<file path="config.mk">
export PLATFORM = sky130hd
export DESIGN_NAME = dt_tick_sequencer_flat
export DESIGN_NICKNAME = d
export VERILOG_FILES = /design/src/rtl/dt_tick_sequencer_if.sv /design/src/rtl/dt_tick_sequencer.sv /design/src/flat_wrapper.sv
export SDC_FILE = /design/constraint.sdc
export NUM_CORES = 1
export LEC_CHECK = 0
export CAP_MARGIN = 10
export CELL_PAD_IN_SITES_DETAIL_PLACEMENT = 1
export CELL_PAD_IN_SITES_GLOBAL_PLACEMENT = 1
export CORE_ASPECT_RATIO = 1.2
export CORE_MARGIN = 10
export CORE_UTILIZATION = 45
export DETAILED_ROUTE_END_ITERATION = 7
export PLACE_DENSITY = 0.8
export SYNTH_ARGS = -nofsm -noshare
export SYNTH_HDL_FRONTEND = slang
export SYNTH_SLANG_ARGS = --single-unit
</file>
<file path="constraint.sdc">
create_clock -name clk_i -period 3.5 [get_ports clk_i]
set_input_delay 0.7 -clock clk_i [delete_from_list [all_inputs] [get_ports clk_i]]
set_output_delay 0.7 -clock clk_i [all_outputs]
set_load 0.005 [all_outputs]
</file>
<file path="src/rtl/dt_tick_sequencer_if.sv">
`default_nettype none
// dt_tick_sequencer_if: control, theta request, result and dt-tick stream bundle.
// master = sequencer side, slave = compute chain / timing core side.
interface dt_tick_sequencer_if #(
  parameter int THETA_W_P    = 12,
  parameter int TICK_W_P     = 16,
  parameter int FIFO_DEPTH_P = 8
);
  localparam int LVL_W = $clog2(FIFO_DEPTH_P) + 1;

  logic                 enable_i;
  logic                 bidir_i;
  logic                 theta_req_valid_o;
  logic                 theta_req_ready_i;
  logic [THETA_W_P-1:0] theta_req_o;
  logic                 res_valid_i;
  logic [TICK_W_P-1:0]  res_tick_i;
  logic                 tick_valid_o;
  logic                 tick_ready_i;
  logic [TICK_W_P-1:0]  tick_o;
  logic                 tick_dir_o;
  logic                 line_end_o;
  logic [LVL_W-1:0]     fifo_level_o;
  logic                 err_o;

  modport master (
    input  enable_i, bidir_i, theta_req_ready_i, res_valid_i, res_tick_i, tick_ready_i,
    output theta_req_valid_o, theta_req_o, tick_valid_o, tick_o, tick_dir_o,
           line_end_o, fifo_level_o, err_o
  );

  modport slave (
    output enable_i, bidir_i, theta_req_ready_i, res_valid_i, res_tick_i, tick_ready_i,
    input  theta_req_valid_o, theta_req_o, tick_valid_o, tick_o, tick_dir_o,
           line_end_o, fifo_level_o, err_o
  );
endinterface
`default_nettype wire

</file>
<file path="src/rtl/dt_tick_sequencer.sv">
`default_nettype none
// dt_tick_sequencer: mirror/wrap theta sweep generator with credit-protected,
// direction/line-end tagged dt-tick output FIFO.
module dt_tick_sequencer #(
  parameter int FRAME_COLUMNS_P = 360,
  parameter int THETA_W_P       = 12,
  parameter int TICK_W_P        = 16,
  parameter int FIFO_DEPTH_P    = 8
) (
  input logic clk_i,
  input logic rst_i,
  dt_tick_sequencer_if.master bus
);
  localparam int PTR_W = $clog2(FIFO_DEPTH_P);
  localparam int LVL_W = PTR_W + 1;
  localparam logic [THETA_W_P-1:0] THETA_LAST = THETA_W_P'(FRAME_COLUMNS_P - 1);
  localparam logic [LVL_W:0]       DEPTH_EXT  = (LVL_W + 1)'(FIFO_DEPTH_P);

  typedef enum logic [1:0] {
    S_IDLE  = 2'd0,
    S_FWD   = 2'd1,
    S_REV   = 2'd2,
    S_DRAIN = 2'd3
  } state_t;

  state_t               state, state_nxt;
  logic [THETA_W_P-1:0] theta, theta_nxt;
  logic                 bidir_mode, bidir_nxt;
  logic                 req_valid, req_valid_nxt;

  logic [LVL_W-1:0]     outstanding;
  logic                 tag_dir [FIFO_DEPTH_P];
  logic                 tag_le  [FIFO_DEPTH_P];
  logic [PTR_W-1:0]     tag_wr, tag_rd;

  logic [TICK_W_P-1:0]  mem_tick [FIFO_DEPTH_P];
  logic                 mem_dir  [FIFO_DEPTH_P];
  logic                 mem_le   [FIFO_DEPTH_P];
  logic [PTR_W-1:0]     fifo_wr, fifo_rd;
  logic [LVL_W-1:0]     level;
  logic                 err;

  logic accept, res_take, credit_ok, req_dir, req_line_end, fifo_pop;

  assign accept       = req_valid & bus.theta_req_ready_i;
  assign res_take     = bus.res_valid_i & (outstanding != '0);
  // Pending (not yet accepted) request is not charged; only one can exist at a time.
  assign credit_ok    = ({1'b0, level} + {1'b0, outstanding}) < DEPTH_EXT;
  assign req_dir      = (state == S_REV);
  assign req_line_end = req_dir ? (theta == '0) : (theta == THETA_LAST);
  assign fifo_pop     = (level != '0) & bus.tick_ready_i;

  always_ff @(posedge clk_i) begin
    if (rst_i) begin
      state      <= S_IDLE;
      theta      <= '0;
      bidir_mode <= 1'b0;
      req_valid  <= 1'b0;
    end else begin
      state      <= state_nxt;
      theta      <= theta_nxt;
      bidir_mode <= bidir_nxt;
      req_valid  <= req_valid_nxt;
    end
  end

  always_comb begin
    state_nxt     = state;
    theta_nxt     = theta;
    bidir_nxt     = bidir_mode;
    req_valid_nxt = req_valid;
    case (state)
      S_IDLE: begin
        if (bus.enable_i) begin
          state_nxt = S_FWD;
          theta_nxt = '0;
          bidir_nxt = bus.bidir_i;
        end
      end
      S_FWD, S_REV: begin
        if (req_valid) begin
          if (accept) begin
            req_valid_nxt = 1'b0;
            if (state == S_FWD) begin
              if (theta == THETA_LAST) begin
                if (bidir_mode) state_nxt = S_REV;
                else            theta_nxt = '0;
              end else begin
                theta_nxt = theta + THETA_W_P'(1);
              end
            end else begin
              if (theta == '0) state_nxt = S_FWD;
              else             theta_nxt = theta - THETA_W_P'(1);
            end
            if (!bus.enable_i) state_nxt = S_DRAIN;
          end
        end else if (!bus.enable_i) begin
          state_nxt = S_DRAIN;
        end else if (credit_ok) begin
          req_valid_nxt = 1'b1;
        end
      end
      S_DRAIN: begin
        if (outstanding == '0) state_nxt = S_IDLE;
      end
      default: state_nxt = S_IDLE;
    endcase
  end

  // Tag queue mirrors the in-flight requests; results return in request order.
  always_ff @(posedge clk_i) begin
    if (rst_i) begin
      outstanding <= '0;
      tag_wr      <= '0;
      tag_rd      <= '0;
      err         <= 1'b0;
      for (int i = 0; i < FIFO_DEPTH_P; i++) begin
        tag_dir[i] <= 1'b0;
        tag_le[i]  <= 1'b0;
      end
    end else begin
      if (accept) begin
        tag_dir[tag_wr] <= req_dir;
        tag_le[tag_wr]  <= req_line_end;
        tag_wr          <= tag_wr + PTR_W'(1);
      end
      if (res_take) tag_rd <= tag_rd + PTR_W'(1);
      if (accept && !res_take)      outstanding <= outstanding + LVL_W'(1);
      else if (!accept && res_take) outstanding <= outstanding - LVL_W'(1);
      if (bus.res_valid_i && outstanding == '0) err <= 1'b1;
    end
  end

  always_ff @(posedge clk_i) begin
    if (rst_i) begin
      fifo_wr <= '0;
      fifo_rd <= '0;
      level   <= '0;
      for (int i = 0; i < FIFO_DEPTH_P; i++) begin
        mem_tick[i] <= '0;
        mem_dir[i]  <= 1'b0;
        mem_le[i]   <= 1'b0;
      end
    end else begin
      if (res_take) begin
        mem_tick[fifo_wr] <= bus.res_tick_i;
        mem_dir[fifo_wr]  <= tag_dir[tag_rd];
        mem_le[fifo_wr]   <= tag_le[tag_rd];
        fifo_wr           <= fifo_wr + PTR_W'(1);
      end
      if (fifo_pop) fifo_rd <= fifo_rd + PTR_W'(1);
      if (res_take && !fifo_pop)      level <= level + LVL_W'(1);
      else if (!res_take && fifo_pop) level <= level - LVL_W'(1);
    end
  end

  assign bus.theta_req_valid_o = req_valid;
  assign bus.theta_req_o       = theta;
  assign bus.tick_valid_o      = (level != '0);
  assign bus.tick_o            = mem_tick[fifo_rd];
  assign bus.tick_dir_o        = mem_dir[fifo_rd];
  assign bus.line_end_o        = mem_le[fifo_rd];
  assign bus.fifo_level_o      = level;
  assign bus.err_o             = err;
endmodule
`default_nettype wire

</file>
<file path="src/flat_wrapper.sv">
// flat-port wrapper written by rule: the top's interface ports become plain ports
module dt_tick_sequencer_flat 
#(
  parameter int FRAME_COLUMNS_P = 360,
  parameter int THETA_W_P       = 12,
  parameter int TICK_W_P        = 16,
  parameter int FIFO_DEPTH_P    = 8
)
  (clk_i, rst_i, bus_enable_i, bus_bidir_i, bus_theta_req_ready_i, bus_res_valid_i, bus_res_tick_i, bus_tick_ready_i, bus_theta_req_valid_o, bus_theta_req_o, bus_tick_valid_o, bus_tick_o, bus_tick_dir_o, bus_line_end_o, bus_fifo_level_o, bus_err_o);
  dt_tick_sequencer_if #(.THETA_W_P(THETA_W_P), .TICK_W_P(TICK_W_P), .FIFO_DEPTH_P(FIFO_DEPTH_P)) bus_i ();
  input logic clk_i;
  input logic rst_i;
  input wire logic [$bits(bus_i.enable_i)-1:0] bus_enable_i;
  input wire logic [$bits(bus_i.bidir_i)-1:0] bus_bidir_i;
  input wire logic [$bits(bus_i.theta_req_ready_i)-1:0] bus_theta_req_ready_i;
  input wire logic [$bits(bus_i.res_valid_i)-1:0] bus_res_valid_i;
  input wire logic [$bits(bus_i.res_tick_i)-1:0] bus_res_tick_i;
  input wire logic [$bits(bus_i.tick_ready_i)-1:0] bus_tick_ready_i;
  output wire logic [$bits(bus_i.theta_req_valid_o)-1:0] bus_theta_req_valid_o;
  output wire logic [$bits(bus_i.theta_req_o)-1:0] bus_theta_req_o;
  output wire logic [$bits(bus_i.tick_valid_o)-1:0] bus_tick_valid_o;
  output wire logic [$bits(bus_i.tick_o)-1:0] bus_tick_o;
  output wire logic [$bits(bus_i.tick_dir_o)-1:0] bus_tick_dir_o;
  output wire logic [$bits(bus_i.line_end_o)-1:0] bus_line_end_o;
  output wire logic [$bits(bus_i.fifo_level_o)-1:0] bus_fifo_level_o;
  output wire logic [$bits(bus_i.err_o)-1:0] bus_err_o;
  assign bus_i.enable_i = bus_enable_i;
  assign bus_i.bidir_i = bus_bidir_i;
  assign bus_i.theta_req_ready_i = bus_theta_req_ready_i;
  assign bus_i.res_valid_i = bus_res_valid_i;
  assign bus_i.res_tick_i = bus_res_tick_i;
  assign bus_i.tick_ready_i = bus_tick_ready_i;
  assign bus_theta_req_valid_o = bus_i.theta_req_valid_o;
  assign bus_theta_req_o = bus_i.theta_req_o;
  assign bus_tick_valid_o = bus_i.tick_valid_o;
  assign bus_tick_o = bus_i.tick_o;
  assign bus_tick_dir_o = bus_i.tick_dir_o;
  assign bus_line_end_o = bus_i.line_end_o;
  assign bus_fifo_level_o = bus_i.fifo_level_o;
  assign bus_err_o = bus_i.err_o;
  dt_tick_sequencer #(.FRAME_COLUMNS_P(FRAME_COLUMNS_P), .THETA_W_P(THETA_W_P), .TICK_W_P(TICK_W_P), .FIFO_DEPTH_P(FIFO_DEPTH_P)) u_core (.clk_i(clk_i), .rst_i(rst_i), .bus(bus_i));
endmodule
</file>
==> results.py, run 1 <==
metrics = {
    "cts": {
        "insertion_delay_ns": 0.49,
        "postCtsSetupRepairBufs": 0,
        "clockRootBuffer": "clkbuf_16",
        "htreeDepth": 1,
        "cts.sinks": 203,
        "cts_hold_buf": 0,
        "cts_tree": "built",
        "cts.path.max_buffers": 3,
        "numCtsBuffers": 21,
        "ctsResizeCount": 0,
        "path_clk_slew_ns": 0.06,
    },
    "sta": {
        "final_hold_viol_count": 0,
        "drv_slew": 0,
        "setup_viol": 0,
        "tightestPinTransition_ns": 0.822,
        "fmax_mhz": 312,
        "fin_tns_setup_ns": 0,
        "post-route-period-util": 0.917,
        "skew_ns": 0.00682,
        "rsz0062_at_grt": "no",
        "period_needed_ns": 3.21,
        "max_slew_margin": 0.447,
    },
    "place": {
        "dp.cells": 1069,
        "port_buffers": 59,
        "dpl.hpwl_um": 16800,
        "gp_congestion": 0.856,
    },
    "synth": {
        "syn_inst": 762,
        "syn_area_um2": 9950,
        "synth.net_count": 808,
        "yosys.area.top_type_share": 0.483,
        "seq_area_frac_synth": 0.569,
        "async_reset_ff_frac": 0,
        "synth_cell_type_count": 70,
        "syn_avg_cell_area_um2": 13.1,
        "yosys.area.top_type": "edfxtp_1",
        "yosys-top-cells-area": "edfxtp_1 48%, mux4_2 9.1%, dfxtp_1 8.6%",
        "synth_seq_cells": 203,
        "synth_edf_count": 160,
        "synth_top_flop_cell": "edfxtp_1",
        "yosys_warnings": 0,
    },
    "critical_path": {
        "worst_r2r_startpoint": "u_core.outstanding[0]",
        "path_buf_inv": 2,
        "path_cells": "buf_4 > mux4_2 > mux2_2 > clkdlybuf4s50_1",
        "crit_arrival_ns": 2.51,
        "endpoint_kind": "output pin",
        "cp_slowest_stage_delay_ns": 0.49,
        "cp_top_family": "buffers and inverters",
        "crit_required_ns": 2.80,
        "crit_fanout": 36,
        "slowest_stage": "buf_4",
        "worst-setup-path-type": "reg -> out",
        "cp-start-kind": "register",
    },
    "floorplanning": {
        "ios": 60,
        "die_h_um": 183,
        "initial_core_util": 0.459,
        "dieArea_um2": 28500,
        "rows": 59,
        "coreArea_um2": 21700,
        "die_w_um": 156,
    },
    "global_route": {
        "grt_max_degree": 49,
        "grt_pass1_wl_um": 40900,
        "grt_antenna_before_repair": 0,
        "grt_usage": 0.180,
        "grt_pass1_vias": 7320,
        "grt_overflow": 0,
    },
    "worst_hold_path": {
        "min_from": "u_core.bus.err_o",
        "holdCritPathClass": "reg -> reg",
    },
    "route": {
        "antenna_left": 0,
        "drt_iter0_drc": 266,
        "routed_via_density": 5.85,
        "route.detailed.drc": 0,
        "drt_pass1_iterations": 5,
        "totalWireLength_um": 25700,
        "routedWlPerCell_um": 23.3,
        "vias": 6454,
    },
    "run_status": {
        "status": "complete, no violations",
    },
    "finish": {
        "layout-drive-gt1-share": 0.167,
        "multi_input_area_um2": 4070,
        "fin_cells": 1104,
        "final_cell_mix": "160 x edfxtp_1, 128 x and2_1, 58 x clkdlybuf4s50_1, 45 x nor2_1, 42 x dfxtp_1",
        "area_growth_pct": 15.3,
        "antenna_cells": 0,
        "fillers": 2179,
        "fin_nets": 864,
        "regArea_um2": 5670,
        "final_common_cell": "edfxtp_1",
    },
    "power_and_ir_drop": {
        "pwr_density_cell_nw_per_um2": 656,
        "p_leak_nw": 4.04,
        "ir_drop_mv": 0.506,
    },
    "job": {
        "cap_viol_max_count": 0,
    },
}
## area by class of cell
type	count	share of cell area
clock inverters	9	0.00589
multi-input cells	505	0.355
flip-flops and latches	203	0.494
well taps	274	0.0299
clock buffers	26	0.0474
repair buffers	76	0.0643
inverters	11	0.00360
## per-layer routing
layer  global-route usage  wire, um  vias up
met3               0.0288      1120       60
met5                    0         0        -
met2                0.347     14400      141
li1                     -         -     2955
met1                0.192      9340     3298
met4               0.0618       851        0
## worst paths after layout
check	to	slack, ns	cells after the start
min reg2reg	u_core.bus.err_o	0.49	2
min	u_core.bus.err_o	0.49	2
max	bus_tick_dir_o	0.29	4
max reg2reg	u_core.bus.fifo_level_o[3]	0.69	11
## through the flow
stage	total power (W)	hold WS (ns)	util	area [um^2]	setup WS, ns
finish	0.00753	0.488	0.529	11500	0.291
global route	0.00793	0.534	0.529	11500	0.197
CTS	0.00761	0.493	0.529	11500	0.268
detailed placement	0.00552	0.468	0.500	10900	0.412
global placement	0.00536	0.458	0.500	10900	0.553
floorplan	0.00461	0.454	-	9950	0.768
## tightest hold or removal path: stages (launching register included)
cell	delay (ns)
dfxtp_1	0.33
a21oi_1	0.05
nor2_1	0.07
## kinds of logic (layout without fill, tap and decap cells)
group           Yosys count  after routing  synth area share
fa+ha+maj                23             23            0.0304
compound gates           81             81            0.0563
buf+inv                  54            122            0.0229
simple gates            322            322             0.191
flops                   203            203             0.569
xor+xnor                 14             14            0.0123
mux                      65             65             0.118
## cell usage after synthesis, drive strengths merged (5+ instances only)
library cell,instances
a21oi,24
a31oi,5
and2,128
buf,14
clkbuf,29
dfxtp,43
edfxtp,160
ha,21
inv,11
mux2,20
mux2i,5
mux4,40
nand2,35
nand2b,9
nand3,15
nand4,7
nor2,45
nor2b,14
nor3,17
nor4,8
nor4b,5
o21ai,14
o21bai,6
o31ai,5
or2,8
or3,5
or4,9
xnor2,6
xor2,8
## power breakdown
group	internal (W)	leakage, nW	switching (W)	total (W)
Sequential	0.00283	2.00	0.000169	0.00300
Clock	0.00117	0.297	0.000904	0.00207
Combinational	0.00118	1.74	0.00127	0.00245
Total	0.00518	4.04	0.00234	0.00753
## registers in the layout, summed over array words and instances, names as in the netlist, named ones only
| name | cells |
|---|---|
| u_core.tag_le | 8 |
| u_core.mem_tick | 128 |
| u_core.bus.fifo_level_o | 4 |
| u_core.bus.theta_req_valid_o | 1 |
| u_core.fifo_wr | 3 |
| u_core.bidir_mode | 1 |
| u_core.bus.err_o | 1 |
| u_core.outstanding | 4 |
| u_core.mem_dir | 8 |
| u_core.tag_wr | 3 |
| u_core.tag_dir | 8 |
| u_core.state | 2 |
| u_core.bus.theta_req_o | 12 |
| u_core.mem_le | 8 |
| u_core.tag_rd | 3 |
| u_core.fifo_rd | 3 |
(Power assumes the default switching activity.)
==> run 2: changes to the inputs <==
--- a/config.mk
+++ b/config.mk
@@ -13,5 +13,6 @@
 export CORE_UTILIZATION = 45
 export DETAILED_ROUTE_END_ITERATION = 7
-export PLACE_DENSITY = 0.8
+export DONT_BUFFER_PORTS = 1
+export PLACE_DENSITY = 0.76
 export SYNTH_ARGS = -nofsm -noshare
 export SYNTH_HDL_FRONTEND = slang
==> constraint.sdc (replaced) <==
create_clock -name clk_i -period 3.5 [get_ports clk_i]
set_input_delay 0.7 -clock clk_i [delete_from_list [all_inputs] [get_ports clk_i]]
set_output_delay 0.7 -clock clk_i [all_outputs]
set_load 0.02 [all_outputs]
==> run 2 against run 1 <==
Via count decreased by 4.4%. Critical path depth increased by 6. Total power decreased by 0.90%. Sequential power hardly changed. Core utilization shrank 2.6 points. Final cell count is 5.5% lower. Fmax rose by 7.0%. Combinational power is 9.0% lower. Non-clock buffer count is 65 lower. Critical path type is now reg -> reg. Largest cell class unchanged. Highest routed layer unchanged.
==> results.py, run 2 (synthesized netlist as in run 1, its figures left out) <==
metrics = {
    "run_status": {
        "status": "complete, no violations",
    },
    "finish": {
        "final_cell_mix": "160 x edfxtp_1, 128 x and2_1, 45 x nor2_1, 42 x dfxtp_1, 40 x mux4_2",
        "fillers": 2200,
        "layout-drive-gt1-share": 0.178,
        "antenna_cells": 0,
        "area_growth_pct": 9.52,
        "final_common_cell": "edfxtp_1",
        "largest_register_ffs": 128,
        "top_register": "u_core.mem_tick",
        "fin_nets": 800,
    },
    "sta": {
        "fin_tns_setup_ns": 0,
        "drv_slew": 0,
        "rsz0062_at_grt": "no",
        "period_needed_ns": 3.00,
        "skew_ns": 0.00985,
        "setup_viol": 0,
        "tightestPinTransition_ns": 0.969,
        "max_slew_margin": 0.350,
        "fmax_mhz": 333,
        "post-route-period-util": 0.857,
        "final_hold_viol_count": 0,
    },
    "power_and_ir_drop": {
        "p_int_w": 0.00506,
        "p_sw_w": 0.00240,
        "ir_drop_mv": 0.462,
        "pwr_density_cell_nw_per_um2": 684,
        "power_w": 0.00746,
        "seq_power_share": 0.406,
        "p_sw_frac": 0.321,
        "combPwrFrac": 0.299,
        "p_leak_nw": 3.82,
        "clkPwrFrac": 0.295,
    },
    "global_route": {
        "grt_pass1_wl_um": 38600,
        "grt_antenna_before_repair": 0,
        "grt_pass1_vias": 7014,
        "grt_usage": 0.169,
        "grt_max_degree": 71,
        "grt_overflow": 0,
    },
    "route": {
        "routed_via_density": 5.91,
        "routedWlPerCell_um": 23.4,
        "drt_pass1_iterations": 4,
        "drt_iter0_drc": 360,
        "route.detailed.drc": 0,
        "antenna_left": 0,
        "totalWireLength_um": 24400,
        "vias": 6169,
    },
    "critical_path": {
        "rrSetupSlack_ns": 0.50,
        "r2r-end": "u_core.bus.fifo_level_o[3]",
        "endpoint_kind": "register",
        "path_depth": 10,
        "cp-start-kind": "register",
        "startpoint": "u_core.bus.fifo_level_o[0]",
        "cp-endpoint": "u_core.bus.fifo_level_o[3]",
        "crit_required_ns": 3.93,
        "worst-setup-path-type": "reg -> reg",
        "path_cells": "or4_1 > nand2_1 > ha_1 > inv_1 > ha_1 > a21o_1 > a21oi_1 > xnor2_1 > or3_1 > a21oi_1",
        "cp_top_family": "simple AND/OR/NAND/NOR gates",
        "crit_arrival_ns": 3.43,
        "rr_worst_depth": 10,
        "cp_slowest_stage_delay_ns": 0.75,
        "crit_fanout": 6,
        "worst_r2r_startpoint": "u_core.bus.fifo_level_o[0]",
        "path_buf_inv": 1,
        "slowest_stage": "or4_1",
    },
    "cts": {
        "insertion_delay_ns": 0.50,
        "htreeDepth": 1,
        "cts.path.max_buffers": 3,
        "numCtsBuffers": 22,
        "cts.sinks": 203,
        "path_clk_slew_ns": 0.05,
        "cts_tree": "built",
        "ctsResizeCount": 0,
        "cts_hold_buf": 0,
        "postCtsSetupRepairBufs": 0,
        "clockRootBuffer": "clkbuf_16",
    },
    "floorplanning": {
        "rows": 59,
        "die_w_um": 156,
        "dieArea_um2": 28500,
        "initial_core_util": 0.459,
        "die_h_um": 183,
        "coreArea_um2": 21700,
        "ios": 60,
    },
    "worst_hold_path": {
        "holdCritPathClass": "in -> reg",
    },
    "place": {
        "port_buffers": 0,
        "gp_congestion": 0.860,
        "dpl.hpwl_um": 15600,
    },
    "job": {
        "cap_viol_max_count": 0,
    },
}
-- run 2: cell type report --
class / instances / area, um^2 / share of cell area
sequential: 203 / 5670 / 0.520
multi-input combinational: 505 / 4070 / 0.374
clock buffer: 31 / 616 / 0.0565
tap: 274 / 343 / 0.0315
timing repair buffer: 11 / 95.1 / 0.00872
clock inverter: 8 / 66.3 / 0.00608
inverter: 11 / 41.3 / 0.00379
-- run 2: worst min-delay path by stage --
stage	from	endpoint	depth (start not counted)
finish	rst_i	u_core.fifo_wr[2]	1
global route	rst_i	register	1
CTS	rst_i	u_core.bidir_mode	1
detailed placement	u_core.fifo_wr[0]	u_core.fifo_wr[0]	2
global placement	u_core.fifo_rd[1]	u_core.fifo_rd[1]	2
floorplan	u_core.fifo_rd[1]	register	2
-- run 2: power groups by stage --
stage / combinational [W] / sequential (W) / clock, W
5_1_grt: 0.00246 / 0.00307 / 0.00236
2_1_floorplan: 0.00177 / 0.00301 / 0
3_3_place_gp: 0.00217 / 0.00306 / 0
4_1_cts: 0.00227 / 0.00303 / 0.00226
6_report: 0.00223 / 0.00303 / 0.00220
3_5_place_dp: 0.00225 / 0.00308 / 0
-- run 2: per-layer routing --
| layer | part of all wire | global-route usage |
|---|---|---|
| met2 | 0.53 | 0.313 |
| met5 | 0 | 0 |
| met3 | 0.050 | 0.0353 |
| met4 | 0.030 | 0.0558 |
| met1 | 0.39 | 0.188 |
-- run 2: through the flow --
step	setup slack [ns]	cell area, um^2	util	hold slack, ns	cells
6_report	0.500	10900	0.502	0.295	1043
4_1_cts	0.474	10900	0.502	0.257	1043
5_1_grt	0.264	10900	0.502	0.267	1043
3_3_place_gp	0.618	10200	0.471	0.466	1004
2_1_floorplan	0.755	9950	-	0.454	762
3_5_place_dp	0.486	10200	0.471	0.488	1004
-- run 2: worst reg2reg max path: stages, from the launching register on --
cell and delay [ns]:
dfxtp_1 0.44, or4_1 0.75, nand2_1 0.21, ha_1 0.21, inv_1 0.10, ha_1 0.29
a21o_1 0.18, a21oi_1 0.19, xnor2_1 0.10, or3_1 0.31, a21oi_1 0.14
==> run 3: changes to the inputs <==
HOLD_SLACK_MARGIN = 0.05   (was default)
RECOVER_POWER = 50   (was default)
==> run 3 against run 2 <==
Critical path depth down 4. Combinational power about the same. Die area unchanged. First-iteration DRC count down 12%. Core utilization down 0.22 points. Worst hold slack worse by 0.0031 ns. Routed wire length down 0.39%. Flip-flop and latch count unchanged.
==> results.py, run 3 (synthesized netlist as in run 1, its figures left out) <==
metrics = {
    "critical_path": {
        "rr_worst_depth": 6,
        "crit_arrival_ns": 3.25,
        "cp_top_family": "simple AND/OR/NAND/NOR gates",
        "path_buf_inv": 1,
        "crit_required_ns": 3.67,
        "rrSetupSlack_ns": 0.42,
        "cp-start-kind": "register",
        "crit_fanout": 19,
        "endpoint_kind": "register",
        "worst_r2r_startpoint": "u_core.outstanding[0]",
        "path_cells": "or4_1 > nand2_1 > inv_1 > nand2b_1 > and4bb_1 > or2_2",
        "worst-setup-path-type": "reg -> reg",
        "r2r-end": "u_core.mem_tick[6][2]",
        "cp_slowest_stage_delay_ns": 0.62,
        "slowest_stage": "or2_2",
    },
    "route": {
        "drt_pass1_iterations": 5,
        "route.detailed.drc": 0,
        "vias": 6170,
        "routedWlPerCell_um": 23.3,
        "totalWireLength_um": 24300,
        "routed_via_density": 5.92,
        "antenna_left": 0,
        "drt_iter0_drc": 318,
    },
    "cts": {
        "htreeDepth": 1,
        "path_clk_slew_ns": 0.05,
        "clockRootBuffer": "clkbuf_16",
        "postCtsSetupRepairBufs": 0,
        "cts.sinks": 203,
        "cts_hold_buf": 0,
        "insertion_delay_ns": 0.50,
        "numCtsBuffers": 22,
        "ctsResizeCount": 0,
        "cts_tree": "built",
        "cts.path.max_buffers": 3,
    },
    "finish": {
        "fin_nets": 800,
        "top_register": "u_core.mem_tick",
        "area_growth_pct": 9.03,
        "fillers": 2214,
        "largest_register_ffs": 128,
        "final_cell_mix": "160 x edfxtp_1, 69 x and2_1, 59 x and2_0, 45 x nor2_1, 42 x dfxtp_1",
        "antenna_cells": 0,
        "final_common_cell": "edfxtp_1",
        "layout-drive-gt1-share": 0.160,
        "fin_util": 0.500,
    },
    "sta": {
        "max_slew_margin": 0.209,
        "tightestPinTransition_ns": 1.19,
        "period_needed_ns": 3.08,
        "fin_tns_setup_ns": 0,
        "skew_ns": 0.0126,
        "post-route-period-util": 0.879,
        "drv_slew": 0,
        "rsz0062_at_grt": "no",
        "setup_viol": 0,
        "fmax_mhz": 325,
        "final_hold_viol_count": 0,
    },
    "power_and_ir_drop": {
        "pwr_density_cell_nw_per_um2": 685,
        "power_w": 0.00743,
        "p_leak_nw": 3.75,
        "ir_drop_mv": 0.460,
    },
    "floorplanning": {
        "ios": 60,
        "coreArea_um2": 21700,
        "initial_core_util": 0.459,
        "die_w_um": 156,
        "dieArea_um2": 28500,
        "rows": 59,
        "die_h_um": 183,
    },
    "worst_hold_path": {
        "hold_end": "u_core.fifo_wr[2]",
        "min_from": "rst_i",
        "holdCritPathClass": "in -> reg",
        "hold_depth": 1,
    },
    "global_route": {
        "grt_overflow": 0,
        "busiest_layer": "met2",
        "met2_usage": 0.313,
        "grt_pass1_wl_um": 38600,
        "grt_usage": 0.169,
        "grt_max_degree": 71,
        "use_met1": 0.188,
        "use_met3": 0.0353,
        "grt_pass1_vias": 7014,
        "grt_antenna_before_repair": 0,
    },
    "place": {
        "dpl.hpwl_um": 15600,
        "gp_congestion": 0.860,
        "port_buffers": 0,
    },
    "run_status": {
        "status": "complete, no violations",
    },
    "job": {
        "cap_viol_max_count": 0,
    },
}
## run 3: cell types whose count changed in the layout (fill, tap and decap cells not counted), moves of 3 or more
cell	delta
clkbuf_1	+3
and2_0	+59
buf_4	-3
and2_1	-59
## run 3: how the worst max path moves through the flow
| stage | cells past startpoint | from | endpoint |
|---|---|---|---|
| 6_report | 6 | u_core.outstanding[0] | u_core.mem_tick[6][2] |
| 3_5_place_dp | 10 | u_core.bus.fifo_level_o[0] | u_core.bus.fifo_level_o[3] |
| 2_1_floorplan | 11 | bus_theta_req_ready_i | u_core.outstanding[3] |
| 5_1_grt | 6 | u_core.outstanding[0] | u_core.mem_tick[6][1] |
| 4_1_cts | 10 | u_core.bus.fifo_level_o[0] | u_core.bus.fifo_level_o[3] |
| 3_3_place_gp | 10 | u_core.bus.fifo_level_o[0] | u_core.bus.fifo_level_o[3] |
## run 3: area by class of cell
class                           count  area (um^2)  share of cell area
Clock inverter                      8         66.3             0.00611
Inverter                           11         41.3             0.00380
Sequential cell                   203         5670               0.522
Timing Repair Buffer               11         83.8             0.00773
Multi-Input combinational cell    505         4040               0.372
Tap cell                          274          343              0.0316
Clock buffer                       31          616              0.0567
## run 3: power breakdown
part | total (W) | leakage, nW | switching (W) | internal [W]
clock network | 0.00221 | 0.334 | 0.000913 | 0.00130
logic | 0.00220 | 1.41 | 0.00129 | 0.000909
registers | 0.00302 | 2.00 | 0.000189 | 0.00284
## run 3: through the flow
stage | area (um^2) | hold slack, ns | setup slack [ns] | instances
2_1_floorplan | 9950 | 0.454 | 0.755 | 762
3_3_place_gp | 10200 | 0.466 | 0.618 | 1004
3_5_place_dp | 10200 | 0.488 | 0.486 | 1004
4_1_cts | 10900 | 0.257 | 0.474 | 1043
5_1_grt | 10900 | 0.266 | 0.146 | 1043
6_report | 10900 | 0.292 | 0.424 | 1043
## run 3: layer usage
layer / part of all wire / wire length [um]
met2: 0.54 / 13100
met4: 0.029 / 696
met3: 0.050 / 1210
met5: 0 / 0
met1: 0.38 / 9290
